--- config.mk ---
export PLATFORM = sky130hd
export DESIGN_NAME = xor_pack_flat
export DESIGN_NICKNAME = d
export VERILOG_FILES = /design/src/rtl/xor_pkg.sv /design/src/rtl/xor_pack_if.sv /design/src/rtl/xor_pack_asm.sv /design/src/rtl/xor_pack.sv /design/src/flat_wrapper.sv
export SDC_FILE = /design/constraint.sdc
export NUM_CORES = 1
export LEC_CHECK = 0
export BUFFER_PORTS_ARGS = -buffer_cell sky130_fd_sc_hd__buf_2
export CAP_MARGIN = 5
export CORE_MARGIN = 2
export CORE_UTILIZATION = 28
export CTS_CLUSTER_DIAMETER = 200
export DETAILED_ROUTE_END_ITERATION = 8
export PLACE_DENSITY_LB_ADDON = 0.2
export SKIP_CTS_REPAIR_TIMING = 1
export SYNTH_ARGS = -nofsm -noshare
export SYNTH_HDL_FRONTEND = slang
export SYNTH_HIERARCHICAL = 1
export SYNTH_SLANG_ARGS = --single-unit
--- constraint.sdc ---
create_clock -name clk -period 5.94 [get_ports clk]
set_clock_uncertainty 0.1 [all_clocks]
set_input_delay 0.594 -clock clk [delete_from_list [all_inputs] [get_ports clk]]
set_output_delay 0.594 -clock clk [all_outputs]
set_load 0.01 [all_outputs]
--- src/rtl/xor_pkg.sv ---
// xor_pack shared types and widths.
// Imported by the packer, its assembly stage and its interface.
package xor_pkg;

   localparam int BYTE_W    = 8;
   localparam int MAX_BYTES = 8;
   localparam int LEN_W     = 4;

   typedef enum logic [1:0] {
      IDLE,
      FILL,
      FULL,
      DRAIN
   } state_e;

endpackage

--- src/rtl/xor_pack_if.sv ---
// Byte-in / word-out handshake bundle for xor_pack.
// slave is the packer's view, master is the driver's view.
interface xor_pack_if
   import xor_pkg::*;
#(
   parameter int BYTES = 4
);

   logic                    in_valid;
   logic [BYTE_W-1:0]       in_data;
   logic                    in_ready;
   logic                    flush;
   logic                    out_valid;
   logic [BYTE_W*BYTES-1:0] out_data;
   logic [LEN_W-1:0]        out_len;
   logic [BYTE_W-1:0]       out_parity;
   logic                    out_ready;

   modport slave (
      input  in_valid,
      input  in_data,
      input  flush,
      input  out_ready,
      output in_ready,
      output out_valid,
      output out_data,
      output out_len,
      output out_parity
   );

   modport master (
      output in_valid,
      output in_data,
      output flush,
      output out_ready,
      input  in_ready,
      input  out_valid,
      input  out_data,
      input  out_len,
      input  out_parity
   );

endinterface

--- src/rtl/xor_pack_asm.sv ---
// Assembly register: byte lanes, fill count and running parity.
// A clear restarts the word; a write in the same cycle lands in lane 0.
module xor_pack_asm
   import xor_pkg::*;
#(
   parameter int BYTES = 4
) (
   input  logic                    clk,
   input  logic                    rst,
   input  logic                    i_wr,
   input  logic [BYTE_W-1:0]       i_data,
   input  logic                    i_clr,
   output logic [BYTE_W*BYTES-1:0] o_lanes,
   output logic [LEN_W-1:0]        o_count,
   output logic [BYTE_W-1:0]       o_parity
);

   localparam logic [LEN_W-1:0] ONE = LEN_W'(1);

   logic [BYTE_W-1:0] r_lane [BYTES];
   logic [LEN_W-1:0]  r_count;
   logic [BYTE_W-1:0] r_parity;
   logic [LEN_W-1:0]  w_idx;

   assign w_idx = i_clr ? '0 : r_count;

   // Lanes are zeroed on clear so unused lanes of a partial word read 0.
   always_ff @(posedge clk or negedge rst) begin
      if (!rst) begin
         for (int i = 0; i < BYTES; i++) begin
            r_lane[i] <= '0;
         end
         r_count  <= '0;
         r_parity <= '0;
      end else begin
         for (int i = 0; i < BYTES; i++) begin
            if (i_wr && (w_idx == LEN_W'(i))) begin
               r_lane[i] <= i_data;
            end else if (i_clr) begin
               r_lane[i] <= '0;
            end
         end
         if (i_clr) begin
            r_count  <= i_wr ? ONE : '0;
            r_parity <= i_wr ? i_data : '0;
         end else if (i_wr) begin
            r_count  <= r_count + ONE;
            r_parity <= r_parity ^ i_data;
         end
      end
   end

   always_comb begin
      o_lanes = '0;
      for (int i = 0; i < BYTES; i++) begin
         o_lanes[i*BYTE_W +: BYTE_W] = r_lane[i];
      end
   end

   assign o_count  = r_count;
   assign o_parity = r_parity;

endmodule

--- src/rtl/xor_pack.sv ---
// Packs ciphertext bytes into BYTES-wide words with parity and length.
// Holds the output slot, handshakes and flush control.
module xor_pack
   import xor_pkg::*;
#(
   parameter int BYTES = 4
) (
   input  logic       clk,
   input  logic       rst,
   xor_pack_if.slave  bus
);

   localparam logic [LEN_W-1:0] FULL_CNT = LEN_W'(BYTES);
   localparam logic [LEN_W-1:0] ONE      = LEN_W'(1);

   logic [BYTE_W*BYTES-1:0] w_lanes;
   logic [LEN_W-1:0]        w_count;
   logic [BYTE_W-1:0]       w_parity;
   state_e                  w_state;
   logic                    w_out_free;
   logic                    w_xfer;
   logic                    w_in_ready;
   logic                    w_accept;
   logic [LEN_W-1:0]        w_cnt_after;

   logic                    r_flush_pend;
   logic                    r_out_valid;
   logic [BYTE_W*BYTES-1:0] r_out_data;
   logic [LEN_W-1:0]        r_out_len;
   logic [BYTE_W-1:0]       r_out_parity;

   always_comb begin
      w_state = IDLE;
      if (r_flush_pend && (w_count != '0)) begin
         w_state = DRAIN;
      end else if (w_count == FULL_CNT) begin
         w_state = FULL;
      end else if (w_count != '0) begin
         w_state = FILL;
      end
   end

   assign w_out_free = !r_out_valid || bus.out_ready;
   assign w_xfer     = ((w_state == FULL) || (w_state == DRAIN))
                       && w_out_free;

   // A full word can take a byte in the cycle it leaves for the slot.
   assign w_in_ready = rst && !r_flush_pend
                       && ((w_count < FULL_CNT)
                           || ((w_state == FULL) && w_out_free));
   assign w_accept   = bus.in_valid && w_in_ready;

   always_comb begin
      w_cnt_after = w_count + (w_accept ? ONE : '0);
      if (w_xfer) begin
         w_cnt_after = w_accept ? ONE : '0;
      end
   end

   always_ff @(posedge clk or negedge rst) begin
      if (!rst) begin
         r_flush_pend <= 1'b0;
      end else begin
         r_flush_pend <= (r_flush_pend && !w_xfer)
                         || (bus.flush && (w_cnt_after != '0));
      end
   end

   always_ff @(posedge clk or negedge rst) begin
      if (!rst) begin
         r_out_valid  <= 1'b0;
         r_out_data   <= '0;
         r_out_len    <= '0;
         r_out_parity <= '0;
      end else if (w_xfer) begin
         r_out_valid  <= 1'b1;
         r_out_data   <= w_lanes;
         r_out_len    <= w_count;
         r_out_parity <= w_parity;
      end else if (bus.out_ready) begin
         r_out_valid  <= 1'b0;
      end
   end

   xor_pack_asm #(
      .BYTES (BYTES)
   ) u_asm (
      .clk      (clk),
      .rst      (rst),
      .i_wr     (w_accept),
      .i_data   (bus.in_data),
      .i_clr    (w_xfer),
      .o_lanes  (w_lanes),
      .o_count  (w_count),
      .o_parity (w_parity)
   );

   assign bus.in_ready   = w_in_ready;
   assign bus.out_valid  = r_out_valid;
   assign bus.out_data   = r_out_data;
   assign bus.out_len    = r_out_len;
   assign bus.out_parity = r_out_parity;

endmodule

--- src/flat_wrapper.sv ---
// flat-port wrapper written by rule: the top's interface ports become plain ports
module xor_pack_flat import xor_pkg::*;
#(
   parameter int BYTES = 4
)
  (clk, rst, bus_in_valid, bus_in_data, bus_flush, bus_out_ready, bus_in_ready, bus_out_valid, bus_out_data, bus_out_len, bus_out_parity);
  xor_pack_if #(.BYTES(BYTES)) bus_i ();
  input  logic clk;
  input  logic rst;
  input wire logic [$bits(bus_i.in_valid)-1:0] bus_in_valid;
  input wire logic [$bits(bus_i.in_data)-1:0] bus_in_data;
  input wire logic [$bits(bus_i.flush)-1:0] bus_flush;
  input wire logic [$bits(bus_i.out_ready)-1:0] bus_out_ready;
  output wire logic [$bits(bus_i.in_ready)-1:0] bus_in_ready;
  output wire logic [$bits(bus_i.out_valid)-1:0] bus_out_valid;
  output wire logic [$bits(bus_i.out_data)-1:0] bus_out_data;
  output wire logic [$bits(bus_i.out_len)-1:0] bus_out_len;
  output wire logic [$bits(bus_i.out_parity)-1:0] bus_out_parity;
  assign bus_i.in_valid = bus_in_valid;
  assign bus_i.in_data = bus_in_data;
  assign bus_i.flush = bus_flush;
  assign bus_i.out_ready = bus_out_ready;
  assign bus_in_ready = bus_i.in_ready;
  assign bus_out_valid = bus_i.out_valid;
  assign bus_out_data = bus_i.out_data;
  assign bus_out_len = bus_i.out_len;
  assign bus_out_parity = bus_i.out_parity;
  xor_pack #(.BYTES(BYTES)) u_core (.clk(clk), .rst(rst), .bus(bus_i));
endmodule
==> results of run 1 <==
[area by class of cell]
cell class / instances / area share
Multi-Input combinational cell: 157 / 0.311
Tap cell: 176 / 0.0492
Sequential cell: 90 / 0.503
Inverter: 3 / 0.00252
Clock buffer: 13 / 0.0604
Clock inverter: 3 / 0.00476
Timing Repair Buffer: 60 / 0.0688
[flip-flops by register name, indices dropped and copies added, names as in the netlist]
signal                 count
u_core/bus.out_data       32
u_core/u_asm/o_lanes      32
u_core/bus.out_parity      8
u_core/u_asm/o_parity      8
u_core/bus.out_len         4
u_core/u_asm/o_count       4
u_core/bus.out_valid       1
u_core/r_flush_pend        1
[critical path, stage by stage (launching register included)]
cell     delay (ns)
dfrtp_1        0.56
o31a_1         0.36
nor4b_2        0.26
and2_1         0.60
ha_1           0.29
ha_1           0.19
and2_1         0.14
a21oi_1        0.07
o22a_1         0.20
nor4_1         0.18
o32ai_1        0.12
[layout by cell type, fill, tap and decap left out, types with 3 or more instances in the layout]
cell	netlist	routed
dfrtp_1	90	90
buf_2	2	57
mux2_2	57	57
nor2b_1	25	25
a22o_1	16	16
nand2_1	10	10
clkbuf_16	0	9
xnor2_1	9	9
nor2_1	5	5
clkbuf_8	0	3
buf_4	3	3
inv_1	3	3
ha_1	3	3
mux2_1	3	3
[synth_stat cells, types with 2 or more instances]
cell	count	area, um^2
nor2b_1	25	156
dfrtp_1	90	2250
buf_2	2	10.0
mux2_1	3	33.8
buf_4	3	22.5
xnor2_1	9	78.8
nand2_1	10	37.5
ha_1	3	37.5
clkbuf_1	3	11.3
buf_6	3	33.8
a31oi_1	2	12.5
mux2_2	57	642
nor4_1	2	12.5
xor2_1	2	17.5
inv_1	3	11.3
and2_1	2	12.5
mux2i_1	2	20.0
a22o_1	16	140
nor2_1	5	18.8
[worst min path at each step]
stage	startpoint	endpoint	slack [ns]	cells after the start
2_1_floorplan	rst	u_core/bus.out_data[0]	0.20	0
3_3_place_gp	u_core/u_asm/o_lanes[27]	u_core/bus.out_data[27]	0.38	1
3_5_place_dp	u_core/u_asm/o_lanes[9]	u_core/u_asm/o_lanes[9]	0.38	1
4_1_cts	rst	u_core/bus.out_len[1]	0.15	1
5_1_grt	rst	u_core/bus.out_len[1]	0.17	1
6_report	rst	u_core/bus.out_len[1]	0.13	1
[power groups by stage]
stage               clock, mW  sequential [mW]  combinational, mW
finish                  0.551            0.883              0.625
global placement            0            0.893              0.624
global route            0.595            0.910              0.691
floorplan                   0            0.904              0.446
CTS                     0.570            0.887              0.636
detailed placement          0            0.898              0.633
[kinds of logic after synthesis]
group / after synthesis
compound gates: 24
xor+xnor: 11
fa+ha+maj: 3
buf+inv: 14
flops: 90
mux: 62
simple gates: 57
[metal layers]
| metal | vias to the layer above | global-route usage |
|---|---|---|
| met5 | - | 0 |
| met4 | 0 | 0.0618 |
| met3 | 11 | 0.0254 |
| met2 | 42 | 0.175 |
| met1 | 1138 | 0.168 |
| li1 | 1037 | - |
[per-stage QoR]
stage | hold slack, ns | worst slack, ns | instance area, um^2 | cells | utilization
floorplan | 0.198 | 3.18 | 3730 | 261 | -
CTS | 0.154 | 2.71 | 4470 | 502 | 0.340
finish | 0.132 | 2.71 | 4470 | 502 | 0.340
global route | 0.173 | 2.48 | 4470 | 502 | 0.340
global placement | 0.383 | 2.61 | 4180 | 486 | 0.318
detailed placement | 0.381 | 2.45 | 4180 | 486 | 0.318
==> metrics.csv, run 1 <==
stage;metric;value;unit
run_status;status;finished clean;
route;topRoutingLayerUsed;met4;
route;routedLengthMet1;3.90;mm
min_path;min_path_type;in2async;
cts;htree_levels;3;
critical_path;start_kind;flop;
timing;fin_crit;3.23;ns
logic_synthesis;synthXorXnorAreaFrac;0.0259;
global_routing;overflow;0;
die;core_area;13100;um^2
power_and_ir_drop;p_leak;2.32;nW
cells_and_area;fillers;1318;
power_and_ir_drop;p_per_area;460;nW/um^2
route;final_antenna_net_count;0;
timing;setup_viol;0;
global_routing;grt_pass1_wl;12.9;mm
critical_path;r2r_end;u_core/r_flush_pend;
route;vias_per_cell;4.44;
timing;timing.fmax;310;MHz
logic_synthesis;synth_ff_type;dfrtp_1;
global_routing;antenna_found_initial;0;
placement;dpl.hpwl;5.17;mm
flow_run;drv_cap;0;
logic_synthesis;synth_top_family_by_area;multiplexers;
die;ios;59;
global_routing;grt_max_degree;57;
cts;clockBufferDepth;2;
cts;ctsRootBufferMaster;clkbuf_16;
logic_synthesis;syn_inst;261;
placement;globalplace.congestion;0.638;
logic_synthesis;synthMuxAreaShare;0.187;
critical_path;cp_max_fo;17;
route;dr_wl_met3;294;um
cells_and_area;ff_latch_area;2250;um^2
cts;numCtsBuffers;9;
route;route.vias.total;2228;
timing;rsz0062_at_grt;false;
timing;maxSlewHeadroom;0.399;
timing;min_period_over_period;0.543;
logic_synthesis;seq_area_frac_synth;0.604;
cells_and_area;diodes;0;
route;drt-initial-drc-count;125;
timing;hold_violations;0;
power_and_ir_drop;ir_drop;0.145;mV
critical_path;critPathRequiredTime;6.02;ns
cts;cts.clk_slew.worst_paths;0.06;ns
placement;io_buffers;58;
critical_path;rrSetupSlack;2.71;ns
die;num_rows;42;
die;start_util;0.284;
logic_synthesis;synth_edf_count;0;
logic_synthesis;yosys_warnings;6;
power_and_ir_drop;switching_share;0.319;
logic_synthesis;ys_ff_latch;90;
die;fp.dieArea;14200;um^2
global_routing;grtUsageTotal;0.120;
critical_path;setup.worst_path.start;u_core/u_asm/o_count[0];
critical_path;cp.arrival;3.31;ns
timing;worst_pin_slew;0.898;ns
cells_and_area;drive_gt1_frac;0.423;
critical_path;rr_worst_depth;10;
power_and_ir_drop;power.switching;0.657;mW
timing;fin_tns_setup;0;ns
logic_synthesis;synth_fa_ha_area_frac;0.0101;
global_routing;grt_pass1_vias;2348;
power_and_ir_drop;sequentialPowerShare;0.429;
logic_synthesis;syn_nets;277;
timing;finalMaxSlewViolations;0;
route;route.detailed.drc;0;
cts;cts.sinks;90;
power_and_ir_drop;p_comb_frac;0.303;
cells_and_area;multiInputGateArea;1390;um^2
critical_path;critPathCaptureType;flop;
logic_synthesis;synth_area_per_cell;14.3;um^2
critical_path;crit-reg2reg-launch;u_core/u_asm/o_count[0];
critical_path;crit_end;u_core/r_flush_pend;
route;route.met2.wl;3.57;mm
logic_synthesis;async_reset_ff_frac;1.00;
power_and_ir_drop;intPower;1.40;mW
critical_path;path_class;reg2reg;
cells_and_area;fin_nets;337;
route;wire_per_inst;15.8;um
die;fp.dieH;119;um
route;wl;7.91;mm
cts;cts_tree;done;
cells_and_area;area_growth;20.0;%
route;first_pass_iters;4;
power_and_ir_drop;total_power;2.06;mW
power_and_ir_drop;p_clk_frac;0.268;
cts;insertion_delay;0.34;ns
die;die_w;119;um
logic_synthesis;synthDistinctLibCells;38;
logic_synthesis;synthSimpleGateAreaFrac;0.0957;
logic_synthesis;synth_compound_area_frac;0.0534;
logic_synthesis;synth_area;3730;um^2
No activity file was read; power rests on OpenSTA's default activity.
==> run 2: changes to the inputs <==
clock period = 2.8 ns   (was 5.94 ns; I/O delays follow)
==> run 2 against run 1 <==
  * Combinational power grew 130%
  * Final cell count increased by 2.0%
  * Design area grew 1.8%
==> metrics.csv, run 2 (synthesis results as in run 1) <==
stage;metric;value;unit
die;fp.dieH;119;um
cts;cts_tree;done;
die;ios;59;
global_routing;overflow;0;
route;wl;7.98;mm
cells_and_area;fin_nets;347;
critical_path;critPathCaptureType;flop;
critical_path;rrSetupSlack;0.23;ns
cts;numCtsBuffers;9;
critical_path;setup.worst_path.start;u_core/bus.out_valid;
critical_path;rr_worst_depth;11;
die;die_w;119;um
route;drt-initial-drc-count;78;
global_routing;grtUsageTotal;0.119;
global_routing;grt_max_degree;52;
timing;rsz0062_at_grt;false;
cells_and_area;fillers;1333;
placement;dpl.hpwl;5.35;mm
critical_path;cp_max_fo;3;
power_and_ir_drop;total_power;4.47;mW
power_and_ir_drop;p_per_area;983;nW/um^2
critical_path;crit-reg2reg-launch;u_core/bus.out_valid;
power_and_ir_drop;ir_drop;0.326;mV
critical_path;crit_end;u_core/r_flush_pend;
route;vias_per_cell;4.40;
cts;insertion_delay;0.34;ns
die;fp.dieArea;14200;um^2
placement;io_buffers;58;
timing;maxSlewHeadroom;0.581;
die;num_rows;42;
cts;cts.clk_slew.worst_paths;0.07;ns
timing;hold_violations;0;
run_status;status;finished clean;
critical_path;start_kind;flop;
route;route.vias.total;2251;
cells_and_area;diodes;0;
timing;worst_pin_slew;0.629;ns
route;route.detailed.drc;0;
timing;fin_crit;2.57;ns
cts;ctsRootBufferMaster;clkbuf_16;
global_routing;grt_pass1_vias;2396;
timing;min_period_over_period;0.919;
placement;globalplace.congestion;0.662;
min_path;min_path_type;in2reg;
cells_and_area;final_cell_mix;dfrtp_1, buf_2, mux2_2;
cts;cts.sinks;90;
route;first_pass_iters;4;
cells_and_area;layout_commonest_cell;dfrtp_1;
die;start_util;0.284;
timing;fin_tns_setup;0;ns
global_routing;antenna_found_initial;0;
global_routing;grt_pass1_wl;12.9;mm
die;core_area;13100;um^2
timing;timing.fmax;388;MHz
flow_run;drv_cap;0;
cells_and_area;drive_gt1_frac;0.438;
timing;hold_slack;0.111;ns
critical_path;critPathRequiredTime;2.90;ns
cts;htree_levels;3;
cells_and_area;area_growth;22.2;%
critical_path;path_class;reg2reg;
timing;setup_viol;0;
route;wire_per_inst;15.6;um
power_and_ir_drop;p_leak;2.37;nW
timing;finalMaxSlewViolations;0;
cts;clockBufferDepth;2;
route;final_antenna_net_count;0;
critical_path;r2r_end;u_core/r_flush_pend;
critical_path;cp.arrival;2.68;ns
-- run 2: cell count changes in the layout (fill, tap and decap cells not counted) --
cell | before | now
clkinvlp_4 | 1 | 3
dlygate4sd3_1 | 0 | 1
clkbuf_8 | 3 | 0
bufinv_16 | 0 | 1
buf_4 | 3 | 12
-- run 2: cell type report --
| type | instances | area, um^2 | area share |
|---|---|---|---|
| Clock inverter | 6 | 66.3 | 0.0146 |
| Tap cell | 176 | 220 | 0.0484 |
| Multi-Input combinational cell | 157 | 1390 | 0.305 |
| Sequential cell | 90 | 2250 | 0.495 |
| Inverter | 3 | 11.3 | 0.00247 |
| Timing Repair Buffer | 70 | 385 | 0.0846 |
| Clock buffer | 10 | 229 | 0.0503 |
-- run 2: report_power, final --
group          leakage [nW]  internal [mW]  switching [mW]
logic                  1.01          0.706           0.736
clock network         0.135          0.693           0.507
registers              1.22           1.66           0.177
-- run 2: worst min path at each step --
| stage | from | to | slack [ns] | cells past startpoint |
|---|---|---|---|---|
| 2_1_floorplan | rst | u_core/bus.out_data[0] | -0.12 | 0 |
| 3_3_place_gp | rst | u_core/bus.out_len[3] | 0.30 | 2 |
| 3_5_place_dp | rst | u_core/bus.out_len[3] | 0.30 | 2 |
| 4_1_cts | rst | u_core/u_asm/o_lanes[31] | -0.07 | 2 |
| 5_1_grt | bus_flush | u_core/r_flush_pend | 0.11 | 3 |
| 6_report | bus_flush | u_core/r_flush_pend | 0.11 | 3 |
-- run 2: metal layers --
layer  wire length [um]  share of wire  track usage  vias to the layer above
met5                  0              0            0                        -
met4                167          0.021       0.0515                        0
met1               3820           0.48        0.158                     1142
li1                   -              -            -                     1050
met3                339          0.042       0.0340                       13
met2               3650           0.46        0.184                       46
-- run 2: through the flow --
stage          area, um^2  setup WS, ns  cells  utilization
2_1_floorplan        3730         0.128    261            -
3_3_place_gp         4250         0.335    495        0.323
3_5_place_dp         4250         0.208    495        0.323
4_1_cts              4540         0.194    511        0.346
5_1_grt              4550        0.0187    512        0.347
6_report             4550         0.226    512        0.347
-- run 2: critical path, cell delays in order, from the launching register on --
cell and delay, ns:
dfrtp_1 0.37, nor2b_1 0.18, o31a_1 0.26, nor4b_2 0.29
and2_1 0.20, ha_1 0.17, ha_1 0.18, and2_1 0.13
a21oi_1 0.07, o22a_1 0.20, nor4_1 0.17, o32ai_1 0.12
==> run 3: changes to the inputs <==
REMOVE_ABC_BUFFERS = 1   (was not set)
==> run 3 against run 2 <==
  * Core utilization down 0.43 points
  * Non-clock buffer count is 3 lower
  * First-iteration DRC count up 42%
  * Die area did not move
  * Critical path depth unchanged
  * Sequential power about the same
  * Via count shrank 1.9%
==> metrics.csv, run 3 (synthesis results as in run 1) <==
stage;metric;value;unit
cells_and_area;fin_nets;344;
critical_path;critPathCaptureType;flop;
timing;maxSlewHeadroom;0.289;
timing;finalMaxSlewViolations;0;
placement;io_buffers;58;
cts;htree_levels;3;
global_routing;overflow;0;
cells_and_area;diodes;0;
cells_and_area;drive_gt1_frac;0.429;
critical_path;slowest_delay;0.37;ns
global_routing;grt.met2_usage;0.176;
critical_path;start_kind;flop;
cts;numCtsBuffers;9;
cts;clockBufferDepth;2;
critical_path;cp_slowest_cell;dfrtp_1;
die;die_w;119;um
route;wire_per_inst;15.7;um
cells_and_area;final_cell_mix;dfrtp_1, buf_2, mux2_2;
cts;cts.sinks;90;
cts;ctsRootBufferMaster;clkbuf_16;
power_and_ir_drop;p_leak;2.34;nW
route;wl;7.93;mm
placement;globalplace.congestion;0.702;
flow_run;drv_cap;0;
global_routing;grt_max_degree;77;
critical_path;cp.arrival;2.69;ns
cells_and_area;layout_commonest_cell;dfrtp_1;
global_routing;use_met3;0.0268;
power_and_ir_drop;total_power;4.33;mW
global_routing;grt_pass1_vias;2365;
placement;dpl.hpwl;4.98;mm
cells_and_area;area_growth;20.7;%
route;vias_per_cell;4.37;
critical_path;rr_worst_depth;11;
timing;timing.fmax;386;MHz
timing;hold_violations;0;
global_routing;antenna_found_initial;0;
global_routing;grt_pass1_wl;13.1;mm
critical_path;path_cells;nor2b_1 > o31a_1 > nor4b_2 > and2_2 > ha_1 > ha_1 > and2_1 > a21oi_1 > o22a_1 > nor4_1 > o32ai_1;
min_path;min_path_cells;3;
critical_path;cp_max_fo;6;
critical_path;crit_cells;11;
timing;fin_crit;2.59;ns
critical_path;cp_num_buf_inv;0;
die;ios;59;
cts;insertion_delay;0.34;ns
die;core_area;13100;um^2
die;fp.dieH;119;um
global_routing;grtUsageTotal;0.120;
route;drt-initial-drc-count;111;
power_and_ir_drop;p_per_area;963;nW/um^2
global_routing;use_met1;0.170;
route;first_pass_iters;4;
run_status;status;finished clean;
power_and_ir_drop;ir_drop;0.304;mV
min_path;min_path_type;in2reg;
timing;setup_viol;0;
critical_path;timing.critical_path.mode_cell;ha_1;
critical_path;cp_top_family;simple AND/OR/NAND/NOR gates;
die;fp.dieArea;14200;um^2
die;num_rows;42;
timing;min_period_over_period;0.926;
timing;worst_pin_slew;1.06;ns
cts;cts_tree;done;
critical_path;path_class;reg2reg;
route;route.detailed.drc;0;
die;start_util;0.284;
cts;cts.clk_slew.worst_paths;0.06;ns
critical_path;critPathRequiredTime;2.90;ns
route;route.vias.total;2208;
global_routing;grt.busiest_layer;met2;
route;final_antenna_net_count;0;
timing;rsz0062_at_grt;false;
timing;hold_slack;0.115;ns
## run 3: changes by cell type in the layout (fill, tap and decap cells not counted), sizes merged
cell,delta
buf,-3
bufinv,-1
clkbuf,+1
clkinvlp,-3
inv,-1
## run 3: through the flow
stage          setup TNS (ns)  cells  utilization  instance area (um^2)  setup slack (ns)
2_1_floorplan          -47.94    250            -                  3650            -0.826
6_report                    0    505        0.342                  4500             0.208
4_1_cts                     0    504        0.342                  4490             0.156
3_5_place_dp                0    492        0.323                  4240             0.181
3_3_place_gp                0    492        0.323                  4240             0.230
5_1_grt                     0    505        0.342                  4500            0.0499
## run 3: final timing paths
path / startpoint / to / slack (ns)
worst max register to register: u_core/bus.out_valid / u_core/r_flush_pend / 0.21
max in group asynchronous: rst / u_core/u_asm/o_lanes[16] / 1.04
worst max-delay path: u_core/bus.out_valid / u_core/r_flush_pend / 0.21
worst min register to register: u_core/u_asm/o_lanes[27] / u_core/bus.out_data[27] / 0.39
min in group asynchronous: rst / u_core/u_asm/o_parity[6] / 0.45
worst min-delay path: bus_flush / u_core/r_flush_pend / 0.11
## run 3: layout make-up
class / count / area, um^2
clock buffer: 11 / 243
timing repair buffer: 67 / 375
multi-input combinational: 157 / 1390
sequential: 90 / 2250
tap: 176 / 220
fill: 1330 / 8640
clock inverter: 1 / 5.00
inverter: 3 / 11.3
## run 3: report_power, final
group | switching, mW | internal, mW
combinational | 0.754 | 0.689
clock | 0.452 | 0.604
sequential | 0.176 | 1.66
total | 1.38 | 2.95
## run 3: worst register-to-register path: stages, from the launching register on
cell and delay (ns):
dfrtp_1 0.37, nor2b_1 0.17, o31a_1 0.26, nor4b_2 0.24
and2_2 0.25, ha_1 0.19, ha_1 0.19, and2_1 0.13
a21oi_1 0.06, o22a_1 0.19, nor4_1 0.18, o32ai_1 0.13
## run 3: routing by layer
layer / routed length [um] / share of wire
met5: 0 / 0
met4: 141 / 0.018
met3: 323 / 0.041
met2: 3520 / 0.44
met1: 3940 / 0.50
